--- src/rtl/channel_dispatch.sv ---
// Multi-channel up/down command dispatcher: synchronizes and validates request strobes,
// queues commands in a small FIFO and replays each as a fixed-length drive pulse plus gap.
module channel_dispatch #(
    parameter int NUM_CH       = 2,
    parameter int PULSE_CYCLES = 16,
    parameter int GAP_CYCLES   = 4,
    parameter int FIFO_DEPTH   = 4
) (
    input  logic                            Clk,
    input  logic                            Reset,
    input  logic [NUM_CH-1:0]               Ch,
    input  logic                            Up,
    input  logic                            Down,
    input  logic                            request,
    output logic [NUM_CH-1:0]               Ch_up,
    output logic [NUM_CH-1:0]               Ch_down,
    output logic                            busy,
    output logic                            err,
    output logic                            overflow,
    output logic [$clog2(FIFO_DEPTH+1)-1:0] fifo_level
);

    localparam int IW      = $clog2(NUM_CH);
    localparam int CW      = IW + 1;
    localparam int PW      = $clog2(FIFO_DEPTH);
    localparam int LW      = $clog2(FIFO_DEPTH + 1);
    localparam int CNT_MAX = (PULSE_CYCLES > GAP_CYCLES) ? PULSE_CYCLES : GAP_CYCLES;
    localparam int TW      = $clog2(CNT_MAX + 1);

    localparam logic [TW-1:0] PULSE_LOAD = TW'(PULSE_CYCLES - 1);
    localparam logic [TW-1:0] GAP_LOAD   = TW'(GAP_CYCLES - 1);
    localparam logic [LW-1:0] FULL_LEVEL = LW'(FIFO_DEPTH);

    typedef enum logic [1:0] {IDLE, DRIVE, GAP} state_t;

    logic [NUM_CH-1:0] ch_meta, ch_sync;
    logic              up_meta, up_sync, down_meta, down_sync;
    logic              req_meta, req_sync, req_prev;

    logic              rise, cmd_valid, full, empty, push, pop, reject, drop;
    logic [IW-1:0]     cmd_idx;
    logic [CW-1:0]     cmd_in;

    logic [CW-1:0]     mem [FIFO_DEPTH];
    logic [PW-1:0]     wr_ptr, rd_ptr;
    logic [LW-1:0]     level_next;

    state_t            state, state_next;
    logic [TW-1:0]     cnt, cnt_next;
    logic [CW-1:0]     cmd, cmd_next;
    logic [NUM_CH-1:0] up_next, down_next;
    logic              busy_next;

    always_ff @(posedge Clk or negedge Reset) begin
        if (!Reset) begin
            ch_meta   <= '0;
            ch_sync   <= '0;
            up_meta   <= 1'b0;
            up_sync   <= 1'b0;
            down_meta <= 1'b0;
            down_sync <= 1'b0;
            req_meta  <= 1'b0;
            req_sync  <= 1'b0;
            req_prev  <= 1'b0;
        end else begin
            ch_meta   <= Ch;
            ch_sync   <= ch_meta;
            up_meta   <= Up;
            up_sync   <= up_meta;
            down_meta <= Down;
            down_sync <= down_meta;
            req_meta  <= request;
            req_sync  <= req_meta;
            req_prev  <= req_sync;
        end
    end

    // A command is valid only with exactly one channel and exactly one direction.
    always_comb begin
        cmd_idx = '0;
        for (int i = 0; i < NUM_CH; i++) begin
            if (ch_sync[i]) cmd_idx = IW'(i);
        end
        cmd_in    = {cmd_idx, up_sync};
        rise      = req_sync & ~req_prev;
        cmd_valid = (ch_sync != '0) && ((ch_sync & (ch_sync - NUM_CH'(1))) == '0)
                    && (up_sync ^ down_sync);
        full      = (fifo_level == FULL_LEVEL);
        empty     = (fifo_level == '0);
        push      = rise & cmd_valid & ~full;
        drop      = rise & cmd_valid & full;
        reject    = (rise & ~cmd_valid) | drop;
    end

    always_comb begin
        state_next = state;
        cnt_next   = cnt;
        cmd_next   = cmd;
        pop        = 1'b0;
        case (state)
            IDLE: begin
                if (!empty) begin
                    pop        = 1'b1;
                    cmd_next   = mem[rd_ptr];
                    cnt_next   = PULSE_LOAD;
                    state_next = DRIVE;
                end
            end
            DRIVE: begin
                if (cnt == '0) begin
                    cnt_next   = GAP_LOAD;
                    state_next = GAP;
                end else begin
                    cnt_next = cnt - TW'(1);
                end
            end
            GAP: begin
                if (cnt != '0) begin
                    cnt_next = cnt - TW'(1);
                end else if (!empty) begin
                    pop        = 1'b1;
                    cmd_next   = mem[rd_ptr];
                    cnt_next   = PULSE_LOAD;
                    state_next = DRIVE;
                end else begin
                    state_next = IDLE;
                end
            end
            default: state_next = IDLE;
        endcase

        level_next = fifo_level;
        if (push && !pop) level_next = fifo_level + LW'(1);
        else if (!push && pop) level_next = fifo_level - LW'(1);

        // Outputs are computed from the next state so they register on the transition edge.
        up_next   = '0;
        down_next = '0;
        for (int i = 0; i < NUM_CH; i++) begin
            up_next[i]   = (state_next == DRIVE) &&  cmd_next[0] && (cmd_next[CW-1:1] == IW'(i));
            down_next[i] = (state_next == DRIVE) && !cmd_next[0] && (cmd_next[CW-1:1] == IW'(i));
        end
        busy_next = (state_next != IDLE) || (level_next != '0);
    end

    always_ff @(posedge Clk) begin
        if (push) mem[wr_ptr] <= cmd_in;
    end

    always_ff @(posedge Clk or negedge Reset) begin
        if (!Reset) begin
            state      <= IDLE;
            cnt        <= '0;
            cmd        <= '0;
            wr_ptr     <= '0;
            rd_ptr     <= '0;
            fifo_level <= '0;
            Ch_up      <= '0;
            Ch_down    <= '0;
            busy       <= 1'b0;
            err        <= 1'b0;
            overflow   <= 1'b0;
        end else begin
            state      <= state_next;
            cnt        <= cnt_next;
            cmd        <= cmd_next;
            if (push) wr_ptr <= wr_ptr + PW'(1);
            if (pop)  rd_ptr <= rd_ptr + PW'(1);
            fifo_level <= level_next;
            Ch_up      <= up_next;
            Ch_down    <= down_next;
            busy       <= busy_next;
            err        <= reject;
            overflow   <= overflow | drop;
        end
    end

endmodule

--- config.mk ---
export PLATFORM = sky130hd
export DESIGN_NAME = channel_dispatch
export DESIGN_NICKNAME = d
export VERILOG_FILES = /design/src/rtl/channel_dispatch.sv
export SDC_FILE = /design/constraint.sdc
export NUM_CORES = 1
export LEC_CHECK = 0
export BUFFER_PORTS_ARGS = -buffer_cell sky130_fd_sc_hd__buf_2
export CAP_MARGIN = 10
export CORE_ASPECT_RATIO = 1.25
export CORE_UTILIZATION = 40
export CTS_BUF_LIST = sky130_fd_sc_hd__clkbuf_8
export DETAILED_ROUTE_END_ITERATION = 8
export PLACE_DENSITY = 0.57
export REMOVE_ABC_BUFFERS = 1
export SETUP_SLACK_MARGIN = 0.02
export SLEW_MARGIN = 20
export SYNTH_ARGS = -nofsm -noshare
export SYNTH_HDL_FRONTEND = slang
export SYNTH_SLANG_ARGS = --single-unit
--- constraint.sdc ---
create_clock -name Clk -period 3.1 [get_ports Clk]
set_input_delay 0.62 -clock Clk [delete_from_list [all_inputs] [get_ports Clk]]
set_output_delay 0.62 -clock Clk [all_outputs]
set_load 0.005 [all_outputs]
# Word level (Yosys, flattened, before mapping)
# Memories as Yosys holds them, arrays and structs flattened.
# Index checks and enable logic that the tools add are counted.
dict set report classes {
  addsub 6
  eq_ne 4
  mux 20
  bitwise_logic 13
  reduce_logical 23
}
# operator n
set op_table {}
lappend op_table {{2-to-1 mux 5 bit} 3}
lappend op_table {{case mux 5 bit (3 select lines)} 1}
lappend op_table {{logical AND 1 bit} 10}
lappend op_table {{2-to-1 mux 2 bit} 5}
lappend op_table {{2-to-1 mux 1 bit} 6}
lappend op_table {{2-to-1 mux 3 bit} 2}
lappend op_table {{case mux 2 bit (3 select lines)} 1}
lappend op_table {{nonzero test 3 bit} 2}
lappend op_table {{bitwise AND 1 bit} 5}
lappend op_table {{zero test 5 bit} 1}
lappend op_table {{nonzero test 5 bit} 1}
lappend op_table {{subtractor 5 x 1 -> 5 bit, second input constant} 1}
lappend op_table {{adder 2 x 1 -> 2 bit, second input constant} 2}
lappend op_table {{equality test 2 x 1 -> 1 bit, second input constant} 2}
lappend op_table {{zero test 2 bit} 2}
lappend op_table {{inverter 1 bit} 4}
lappend op_table {{case mux 2 bit (2 select lines)} 1}
lappend op_table {{nonzero test 2 bit} 2}
lappend op_table {{adder 3 x 1 -> 3 bit, second input constant} 1}
lappend op_table {{equality test 3 bit, second input constant} 1}
lappend op_table {{zero test 1 bit} 3}
lappend op_table {{zero test 3 bit} 1}
lappend op_table {{subtractor 3 x 1 -> 3 bit, second input constant} 1}
lappend op_table {{bitwise AND 2 bit} 1}
lappend op_table {{6 further kinds} 7}
dict set report totals {
  ff_bits 34
  ramBits 8
  out_inout_bits 10
  n_memories 1
}
# name depth word_bits rd rd_clocked_by_memory_dff write_ports line_no
set memory_table {}
lappend memory_table {mem 4 2 1 0 1 44} ;# logic [CW-1:0] mem [FIFO_DEPTH];

# Logic depth before layout (Yosys ltp)
# Gate-level depths: netlist of run 1.
dict set report depth {
  depth_word 13
  mapped_depth 8
}

# Least setup slack after synthesis of run 1
# Ideal clock, no wire load.
dict set report synth_timing {
  path_type {register to register}
  startpoint {register fifo_level[1]}
  endpoint {register Ch_up[1]}
  setup_ns 0.120
  arrival_time_ns 1.942
  t_required_ns 2.980
  setup_slack_ns 1.038
  stages_incl_launch_ff 9
  path_cell_list {dfrtp_1 inv_1 ha_1 nor2b_1 clkbuf_1 nor2_1 a22o_1 a221o_1 and3b_1}
}
dict set report synth_between {
  word_cells_on_any_way 11
  classes_between {eq/ne (1); mux (7); reduce/logical (3)}
}
# item line_no
set synth_rtl {}
lappend synth_rtl {{start: declaration} 20} ;# output logic [$clog2(FIFO_DEPTH+1)-1:0] fifo_level
lappend synth_rtl {{start signal: assignment} 169} ;# fifo_level <= level_next;
lappend synth_rtl {{zero test 3 bit *} 89} ;# empty = (fifo_level == '0);
lappend synth_rtl {{2-to-1 mux 2 bit *} {102, 120}}
lappend synth_rtl {{2-to-1 mux 2 bit} 118} ;# if (cnt != '0) begin
lappend synth_rtl {{case mux 2 bit (2 select lines) *} 100} ;# case (state)
lappend synth_rtl {{named net cmd_next[0]} 50} ;# logic [CW-1:0] cmd, cmd_next;
lappend synth_rtl {{logical AND 1 bit * (2 in series)} 140} ;# up_next[i] = (state_next == DRIVE) && cmd_next[0] && (cmd_next[CW-1:1] == IW'(i));
lappend synth_rtl {{named net up_next[1]} 51} ;# logic [NUM_CH-1:0] up_next, down_next;
lappend synth_rtl {{end signal: assignment} 170} ;# Ch_up <= up_next;
lappend synth_rtl {{end: declaration} 15} ;# output logic [NUM_CH-1:0] Ch_up,
# Mark *: on every way through the listed nets, which the timed path passes. The rest lies on a longest branch.
# A chain may end at the register's enable or synchronous reset.

# Worst setup path after layout of run 1
dict set report layout_timing {
  startpoint {register cnt[0]}
  endpoint {register Ch_down[0]}
}
dict set report layout_between {
  elab_chain_len 6
  word_cells_on_any_way 12
  classes_between {eq/ne (1); mux (5); bitwise (1); reduce/logical (5)}
}
# item line_no
set layout_rtl {}
lappend layout_rtl {{start: declaration} 49} ;# logic [TW-1:0] cnt, cnt_next;
lappend layout_rtl {{start signal: assignment} 165} ;# cnt <= cnt_next;
lappend layout_rtl {{nonzero test 5 bit / zero test 5 bit (equally long branches)} {118, 110}}
lappend layout_rtl {{2-to-1 mux 2 bit, on equally long branches} {118, 110}}
lappend layout_rtl {{case mux 2 bit (3 select lines) / case mux 2 bit (2 select lines) (equally long branches)} 100}
lappend layout_rtl {{equality test 2 x 1 -> 1 bit / zero test 1 bit (equally long branches)} 141} ;# down_next[i] = (state_next == DRIVE) && !cmd_next[0] && (cmd_next[CW-1:1] == IW'(i));
lappend layout_rtl {{logical AND 1 bit} 141}
lappend layout_rtl {{logical AND 1 bit *} 141}
lappend layout_rtl {{named net down_next[0]} 51}
lappend layout_rtl {{end signal: assignment} 171} ;# Ch_down <= down_next;
lappend layout_rtl {{end: declaration} 16} ;# output logic [NUM_CH-1:0] Ch_down,
# Marks and branches as above.

==> impl_metrics.toml, run 1 <==
[hold_path]
hp-class = "flop to flop"

[yosys]
synth_common_cells = "34 x dfrtp_1, 14 x ha_1, 14 x inv_1, 10 x nand2_1, 9 x o21ai_0"
yosys_register_bits = 42
synthFlopType = "dfrtp_1"
avgSynthCellArea_um2 = 12.1
synth_top_area_share_pct = 42.0
syn_inst = 168
syn_area_um2 = 2020
async_flop_share_pct = 81.0
synthTopCellsByArea = "dfrtp_1 42%, edfxtp_1 12%, ha_1 8.7%, mux4_2 3.3%, inv_1 2.6%"
synth_cell_type_count = 47
synth_top_area_cell = "dfrtp_1"
yosysSeqAreaShare_pct = 53.9
synth-edff-count = 8
synth_most_common_cell = "dfrtp_1"
yosysWarnings = 0

[cells_and_area]
drive_above_1_share_pct = 17.5
n_antenna_cell = 0
reg_top3 = "mem: 8 flops, cnt: 5 flops, fifo_level: 3 flops"
fillers = 437
regMostFlops = "mem"
area_growth_pct = 12.6
fin_nets = 209
largest_reg_flops = 8

[timing]
drv_slew = 0
setup_viol = 0
max_freq_mhz = 438
relSlewSlack_pct = 51.4
tightest_slew_ps = 730
skew_ps = 9.54
finalWorstSetupSlack_ps = 818
period_share_pct = 73.6
period_needed_ps = 2280
hold_violations = 0
setup_tns_ps = 0
rsz0062_at_grt = "no"

[clocking]
root_buffer = "clkbuf_8"
cts_sinks = 42
cts_max_path_buffers = 2
h-tree-depth = 2
cts_hold_buffers = 0
cts_buffers = 5
post-cts-setup-buffers = 0
cts_tree = "done"
cts_resized = 0
clock_latency_ps = 290
cts.clk_slew.worst_paths_ps = 80

[routing]
routed_wl_um = 3520
wl_per_cell_um = 14.1
drt_iter0_drc = 82
vias = 1333
viasPerCell = 5.35
ant_nets = 0
drc = 0
dr.pass1.iters = 4

[worst_setup_path]
r2r_slack_ps = 820
worst_ep_arrival_time_ps = 2480
path_cells = "inv_1, ha_1, nor4b_4, a21oi_1, o2bb2ai_1, or3b_4, nor3_1"
critPathMaxStageDelay_ps = 430
crit_slowest_cell = "or3b_4"
cp_max_fo = 8
crit_path_end_kind = "flop"
worstSetupStartpointType = "flop"
worst_ep_required_time_ps = 3300
crit_type = "flop to flop"

[placement]
post-place-ws_ps = 815
dp_hpwl_um = 2620
io_buffers = 16
routabilityCongestion = 0.866

[die]
coreArea_um2 = 4800
initial_core_util_pct = 42.2
die_x_um = 65.6
die_y_um = 81.5
rows = 28
dieArea_um2 = 5350
io_pins = 17

[global_routing]
antenna_found_initial = 0
top_usage_layer = "met2"
grt_pass1_wl_um = 6030
globalRouteMet3Util_pct = 3.75
grtUsageMet1_pct = 17.8
first_global_vias = 1344
grt_util_all_layers_pct = 15.3
use_met2_pct = 26.4
globalRoute.totalOverflow = 0
grt_start_max_net_pins = 35

[run_status]
status = "complete, no violations"

[power]
peakVddDrop_v = 0.000405
p_leak_nw = 1.02
powerDensity_nw_per_um2 = 967
total_power_mw = 2.20

[flow_run]
drv_cap = 0
[cells by family after synthesis]
group / share of synthesized area (%)
and+or+nand+nor: 14.2
DFF: 53.9
AOI/OAI and AO/OA: 13.5
adders and majority gates: 8.65
xor gates and xnor gates: 3.03
muxes: 3.34
buffers and inverters: 3.46
[cell usage in the layout (no fill, tap or decap), types with 2 or more instances in the layout]
| master | n |
|---|---|
| dfrtp_1 | 34 |
| buf_2 | 16 |
| inv_1 | 15 |
| ha_1 | 14 |
| nand2_1 | 10 |
| o21ai_0 | 9 |
| edfxtp_1 | 8 |
| nor2_1 | 6 |
| nand3_1 | 5 |
| and2_1 | 5 |
| clkbuf_8 | 5 |
| a21oi_1 | 4 |
| nor2b_1 | 4 |
| xnor2_1 | 4 |
| nor3_1 | 4 |
| o21bai_1 | 3 |
| mux4_2 | 3 |
| a32oi_1 | 3 |
| xor2_1 | 3 |
| nand2b_1 | 2 |
| a31oi_1 | 2 |
| a21o_1 | 2 |
[area by class of cell]
| cell class | count | area [um^2] | share of cell area, % |
|---|---|---|---|
| Multi-Input combinational cell | 108 | 863 | 37.9 |
| Sequential cell | 42 | 1090 | 47.9 |
| Inverter | 14 | 52.6 | 2.31 |
| Clock buffer | 5 | 68.8 | 3.02 |
| Clock inverter | 3 | 41.3 | 1.81 |
| Tap cell | 60 | 75.1 | 3.29 |
| Timing Repair Buffer | 17 | 87.6 | 3.84 |
[critical path, delay by kind of cell, from the launching register on]
kind	cells	cell delay, ps
compound gates	2	460
fa+ha+maj	1	190
buf+inv	1	100
flops	1	420
simple gates	3	1030
[layer usage]
layer / vias to the layer above / share of wire, %
li1: 639 / -
met1: 660 / 45
met2: 29 / 50
met3: 5 / 3.6
met4: 0 / 1.4
met5: - / 0
[metrics by stage]
stage	utilization [%]	hold slack, ps	cell area, um^2	cells
6_report	47.5	353	2280	249
5_1_grt	47.5	363	2280	249
4_1_cts	47.5	355	2280	249
3_5_place_dp	45.2	337	2170	241
3_3_place_gp	45.2	333	2170	241
2_1_floorplan	-	324	2010	164
[worst paths after layout]
kind | from | to | cells past startpoint
worst max-delay path | cnt[0] | Ch_down[0] | 7
worst min register to register | up_meta | up_sync | 0
max in group asynchronous | Reset | req_prev | 1
min in group asynchronous | Reset | Ch_down[1] | 1
worst min-delay path | up_meta | up_sync | 0
worst max register to register | cnt[0] | Ch_down[0] | 7
[where the power goes]
group	switching (mW)	internal, mW
sequential	0.126	0.705
combinational	0.510	0.443
clock	0.183	0.237
total	0.820	1.38
Note: power is estimated with default switching activity, not from simulation.
==> inputs of run 2 (changes only) <==
Settings changed: ABC_AREA set to 1.
Clock period 3.1 ns to 2.17 ns, I/O delays scaled along.
==> impl_metrics.toml, run 2 <==
[die]
initial_core_util_pct = 41.8
dieArea_um2 = 5650
coreArea_um2 = 5120
die_y_um = 83.8
die_x_um = 67.4
rows = 29
io_pins = 17

[clocking]
cts_buffers = 5
cts_max_path_buffers = 2
root_buffer = "clkbuf_8"
cts_hold_buffers = 0
cts_tree = "done"
post-cts-setup-buffers = 0
cts_sinks = 42
cts.clk_slew.worst_paths_ps = 70
clock_latency_ps = 290
h-tree-depth = 2
cts_resized = 0

[timing]
drv_slew = 0
setup_tns_ps = 0
finalWorstSetupSlack_ps = 411
tightest_slew_ps = 728
hold_violations = 0
period_needed_ps = 1760
period_share_pct = 81.1
rsz0062_at_grt = "no"
max_freq_mhz = 569
setup_viol = 0
relSlewSlack_pct = 51.4
skew_ps = 2.71

[power]
internal-power_mw = 1.95
seq_power_share_pct = 34.2
p_clk_share_pct = 17.3
p_leak_nw = 1.21
swShare_pct = 42.7
p_comb_share_pct = 48.5
p_sw_mw = 1.46
peakVddDrop_v = 0.000652
total_power_mw = 3.41
powerDensity_nw_per_um2 = 1430

[worst_setup_path]
crit_buf_inv = 3
path_cells = "inv_1, ha_1, inv_1, nor2_2, nor2_1, inv_2, nand2_8, nand2_4, nand2_1, nand2_1, nand2_1, nand2_1, nor2_1, nand2_1"
crit_slowest_cell = "dfrtp_1"
worstSetupStartpointType = "flop"
worst_ep_arrival_time_ps = 1940
crit_path_end_kind = "flop"
path_common_cell = "nand2_1"
worst_ep_required_time_ps = 2350
critPathTopFamily = "simple AND/OR/NAND/NOR gates"
cp_max_fo = 8
crit_type = "flop to flop"
critPathMaxStageDelay_ps = 390

[placement]
routabilityCongestion = 0.803
io_buffers = 16
dp_cells = 296
dp_hpwl_um = 2670
post-place-ws_ps = 378

[yosys]
yosys_register_bits = 42
syn_area_um2 = 2140
avgSynthCellArea_um2 = 9.77
yosysSeqAreaShare_pct = 51.0
synth_common_cells = "34 x dfrtp_1, 32 x nand2_1, 29 x inv_1, 24 x nor2_1, 14 x ha_1"
yosysWarnings = 0
syn_inst = 219
synth_top_area_cell = "dfrtp_1"
synth_most_common_cell = "dfrtp_1"
synth_top_area_share_pct = 39.8
synthFlopType = "dfrtp_1"
synth-edff-count = 8
synth_cell_type_count = 31
synthTopCellsByArea = "dfrtp_1 40%, edfxtp_1 11%, ha_1 8.2%, nand2_1 5.6%, inv_1 5.1%"
async_flop_share_pct = 81.0

[routing]
dr.pass1.iters = 4
viasPerCell = 4.67
routed_wl_um = 3470
ant_nets = 0
wl_per_cell_um = 11.4
drc = 0
vias = 1421
drt_iter0_drc = 56

[cells_and_area]
drive_above_1_share_pct = 24.8
fin_nets = 262
area_growth_pct = 11.8
n_antenna_cell = 0
fillers = 500
largest_reg_flops = 8
reg_top3 = "mem: 8 flops, cnt: 5 flops, fifo_level: 3 flops"
layout_commonest_cell = "dfrtp_1"
final_cell_mix = "34 x dfrtp_1, 32 x nand2_1, 31 x inv_1"
regMostFlops = "mem"
post_layout_nonfiller_instances = 304
final_core_utilization_pct = 46.8

[global_routing]
antenna_found_initial = 0
grt_start_max_net_pins = 35
globalRoute.totalOverflow = 0
grt_util_all_layers_pct = 14.6
first_global_vias = 1367
grt_pass1_wl_um = 6090

[hold_path]
hp-class = "input port to async pin"

[flow_run]
drv_cap = 0

[run_status]
status = "complete, no violations"
==> run 2: path summary, 6_finish.rpt <==
check                         startpoint         end  slack (ps)  cells past startpoint
setup reg to reg           fifo_level[0]        busy         410                     14
min in group Clk                   Ch[1]  ch_meta[1]         250                      1
setup / recovery           fifo_level[0]        busy         410                     14
max in group asynchronous          Reset    Ch_up[0]        1510                      1
hold / removal                     Reset   down_meta         200                      1
hold reg to reg                  up_meta     up_sync         350                      0
==> run 2: cells by family after synthesis <==
logic type,share of synthesized area [%]
flops,51.0
xor+xnor,2.46
simple gates,23.6
buf+inv,7.37
compound gates,7.43
fa+ha+maj,8.19
==> run 2: cell type report <==
| type | instances | area, um^2 | area share [%] |
|---|---|---|---|
| clock inverter | 3 | 37.5 | 1.57 |
| tap | 62 | 77.6 | 3.24 |
| clock buffer | 5 | 68.8 | 2.88 |
| sequential | 42 | 1090 | 45.6 |
| timing repair buffer | 16 | 80.1 | 3.35 |
| multi-input combinational | 137 | 891 | 37.2 |
| inverter | 39 | 146 | 6.12 |
==> run 2: power by group through the flow <==
stage	combinational [mW]	clock, mW	sequential, mW
finish	1.65	0.589	1.17
detailed placement	1.66	0	1.18
global placement	1.67	0	1.18
CTS	1.67	0.612	1.17
global route	1.92	0.638	1.20
floorplan	1.32	0	1.16
==> run 2: through the flow <==
stage | hold slack, ps | instance area, um^2
global placement | 332 | 2290
global route | 236 | 2390
CTS | 228 | 2390
floorplan | 138 | 2130
detailed placement | 335 | 2290
finish | 200 | 2390
==> run 2: worst reg2reg max path: stages, from the launching register on <==
cell	delay, ps
dfrtp_1	390
inv_1	90
ha_1	250
inv_1	80
nor2_2	40
nor2_1	150
inv_2	80
nand2_8	110
nand2_4	70
nand2_1	60
nand2_1	50
nand2_1	50
nand2_1	60
nor2_1	90
nand2_1	60
==> run 2: metal layers <==
metal | track usage [%] | wire (um) | share of wire [%]
met5 | 0 | 0 | 0
met4 | 7.16 | 70 | 2.0
met3 | 3.28 | 105 | 3.0
met2 | 23.5 | 1750 | 50
met1 | 17.8 | 1550 | 44
==> inputs of run 3 (changes only) <==
Settings changed: ABC_AREA 1 to 0.
Clock period 2.17 ns to 1.7 ns, I/O delays scaled along.
==> impl_metrics.toml, run 3 (synthesized netlist as in run 1, its figures left out) <==
[routing]
wl_per_cell_um = 14.3
ant_nets = 0
dr.pass1.iters = 4
drc = 0
vias = 1557
routed_wl_um = 4330
viasPerCell = 5.14
drt_iter0_drc = 83

[cells_and_area]
final_cell_mix = "48 x buf_4, 34 x dfrtp_1, 16 x buf_2"
area_growth_pct = 40.5
regMostFlops = "mem"
largest_reg_flops = 8
layout_commonest_cell = "buf_4"
drive_above_1_share_pct = 48.6
n_antenna_cell = 0
fillers = 403
final_core_utilization_pct = 59.3
reg_top3 = "mem: 8 flops, cnt: 5 flops, fifo_level: 3 flops"
fin_nets = 263
post_layout_nonfiller_instances = 303
stdcell_area_um2 = 2850

[die]
coreArea_um2 = 4800
rows = 28
initial_core_util_pct = 42.2
die_y_um = 81.5
dieArea_um2 = 5350
die_x_um = 65.6
io_pins = 17

[worst_setup_path]
crit_path_end_kind = "flop"
crit_type = "flop to flop"
r2r_slack_ps = -350
worst_ep_required_time_ps = 1930
worst_ep_arrival_time_ps = 2280
ff2ff_path_depth = 7
cp_max_fo = 5
worstReg2RegEnd = "Ch_up[1]"
r2r_start = "cnt[1]"
worstSetupStartpointType = "flop"

[global_routing]
grt_start_max_net_pins = 35
grt_pass1_wl_um = 7110
use_met2_pct = 33.2
grtUsageMet1_pct = 19.7
grt_util_all_layers_pct = 18.0
globalRouteMet3Util_pct = 4.44
first_global_vias = 1579
antenna_found_initial = 0
globalRoute.totalOverflow = 0
top_usage_layer = "met2"

[power]
peakVddDrop_v = 0.000974
total_power_mw = 5.11
p_comb_share_pct = 59.0
powerDensity_nw_per_um2 = 1800
p_leak_nw = 1.34
p_clk_share_pct = 12.5
internal-power_mw = 3.23
swShare_pct = 36.8
seq_power_share_pct = 28.5
p_sw_mw = 1.88

[clocking]
cts_tree = "done"
cts_sinks = 42
cts.clk_slew.worst_paths_ps = 80
cts_hold_buffers = 0
h-tree-depth = 2
clock_latency_ps = 300
root_buffer = "clkbuf_8"
cts_max_path_buffers = 2
cts_buffers = 5

[hold_path]
hp-class = "input port to async pin"

[placement]
dp_cells = 285
routabilityCongestion = 0.792
post-place-ws_ps = -508
dp_hpwl_um = 3070
io_buffers = 16
dpl_cell_area_um2 = 2500

[timing]
period_needed_ps = 2050
relSlewSlack_pct = 71.6
tightest_slew_ps = 425
max_freq_mhz = 488
setup_tns_ps = -2890
hold_violations = 0
holdWs_ps = 63.2
period_share_pct = 120
rsz0062_at_grt = "yes"
drv_slew = 0
skew_ps = 8.80
finalWorstSetupSlack_ps = -348
setup_viol = 18

[flow_run]
drv_cap = 0

[run_status]
status = "finished with violations"
violations = "negative setup slack"
-- run 3: cell types whose count changed in the layout (fill, tap and decap cells not counted), sizes merged, moves of 3 or more --
cell,previous run,this run
o21ai,15,11
nand3,9,5
a32oi,0,3
nor2,30,6
nor2b,0,4
xnor2,0,4
inv,41,15
mux4,0,3
a21oi,1,4
and2,0,5
buf,16,71
nand2,46,10
xor2,6,3
-- run 3: critical path: stages (launching register included) --
cell and delay [ps]:
dfrtp_1 390, inv_2 90, ha_4 140, or4b_4 510, a22oi_4 140, o21ai_2 80, or3b_4 420, and3b_1 220
-- run 3: worst max path at each step --
stage | depth (start not counted) | slack, ps | end | start
4_1_cts | 7 | -350 | Ch_up[1] | cnt[1]
3_5_place_dp | 7 | -510 | Ch_up[0] | cnt[0]
6_report | 7 | -350 | Ch_up[1] | cnt[1]
2_1_floorplan | 7 | -450 | Ch_up[1] | fifo_level[1]
5_1_grt | 7 | -400 | Ch_up[1] | cnt[1]
3_3_place_gp | 7 | -400 | Ch_up[1] | cnt[0]
-- run 3: cell type report --
cell class | count | area [um^2] | area share (%)
clock inverters | 3 | 18.8 | 0.660
flip-flops and latches | 42 | 1090 | 38.3
repair buffers | 71 | 519 | 18.2
multi-input cells | 108 | 1020 | 35.8
clock buffers | 5 | 68.8 | 2.42
well taps | 60 | 75.1 | 2.64
inverters | 14 | 52.6 | 1.85
-- run 3: timing repair --
action	in CTS	in global routing
buffers inserted	3	9
endpoints found under the setup margin	26	26
gates resized for setup	24	25
cloned	0	0
pin swaps	6	14
-- run 3: power groups by stage --
stage / registers [mW] / logic [mW] / clock network, mW
3_3_place_gp: 1.45 / 2.35 / 0
5_1_grt: 1.49 / 3.30 / 0.698
2_1_floorplan: 1.49 / 1.31 / 0
4_1_cts: 1.45 / 2.65 / 0.667
6_report: 1.46 / 3.01 / 0.637
3_5_place_dp: 1.46 / 2.42 / 0
-- run 3: per-layer routing --
layer,vias up,routed length (um)
met5,-,0
li1,752,-
met3,9,134
met1,768,1760
met2,28,2350
met4,0,78
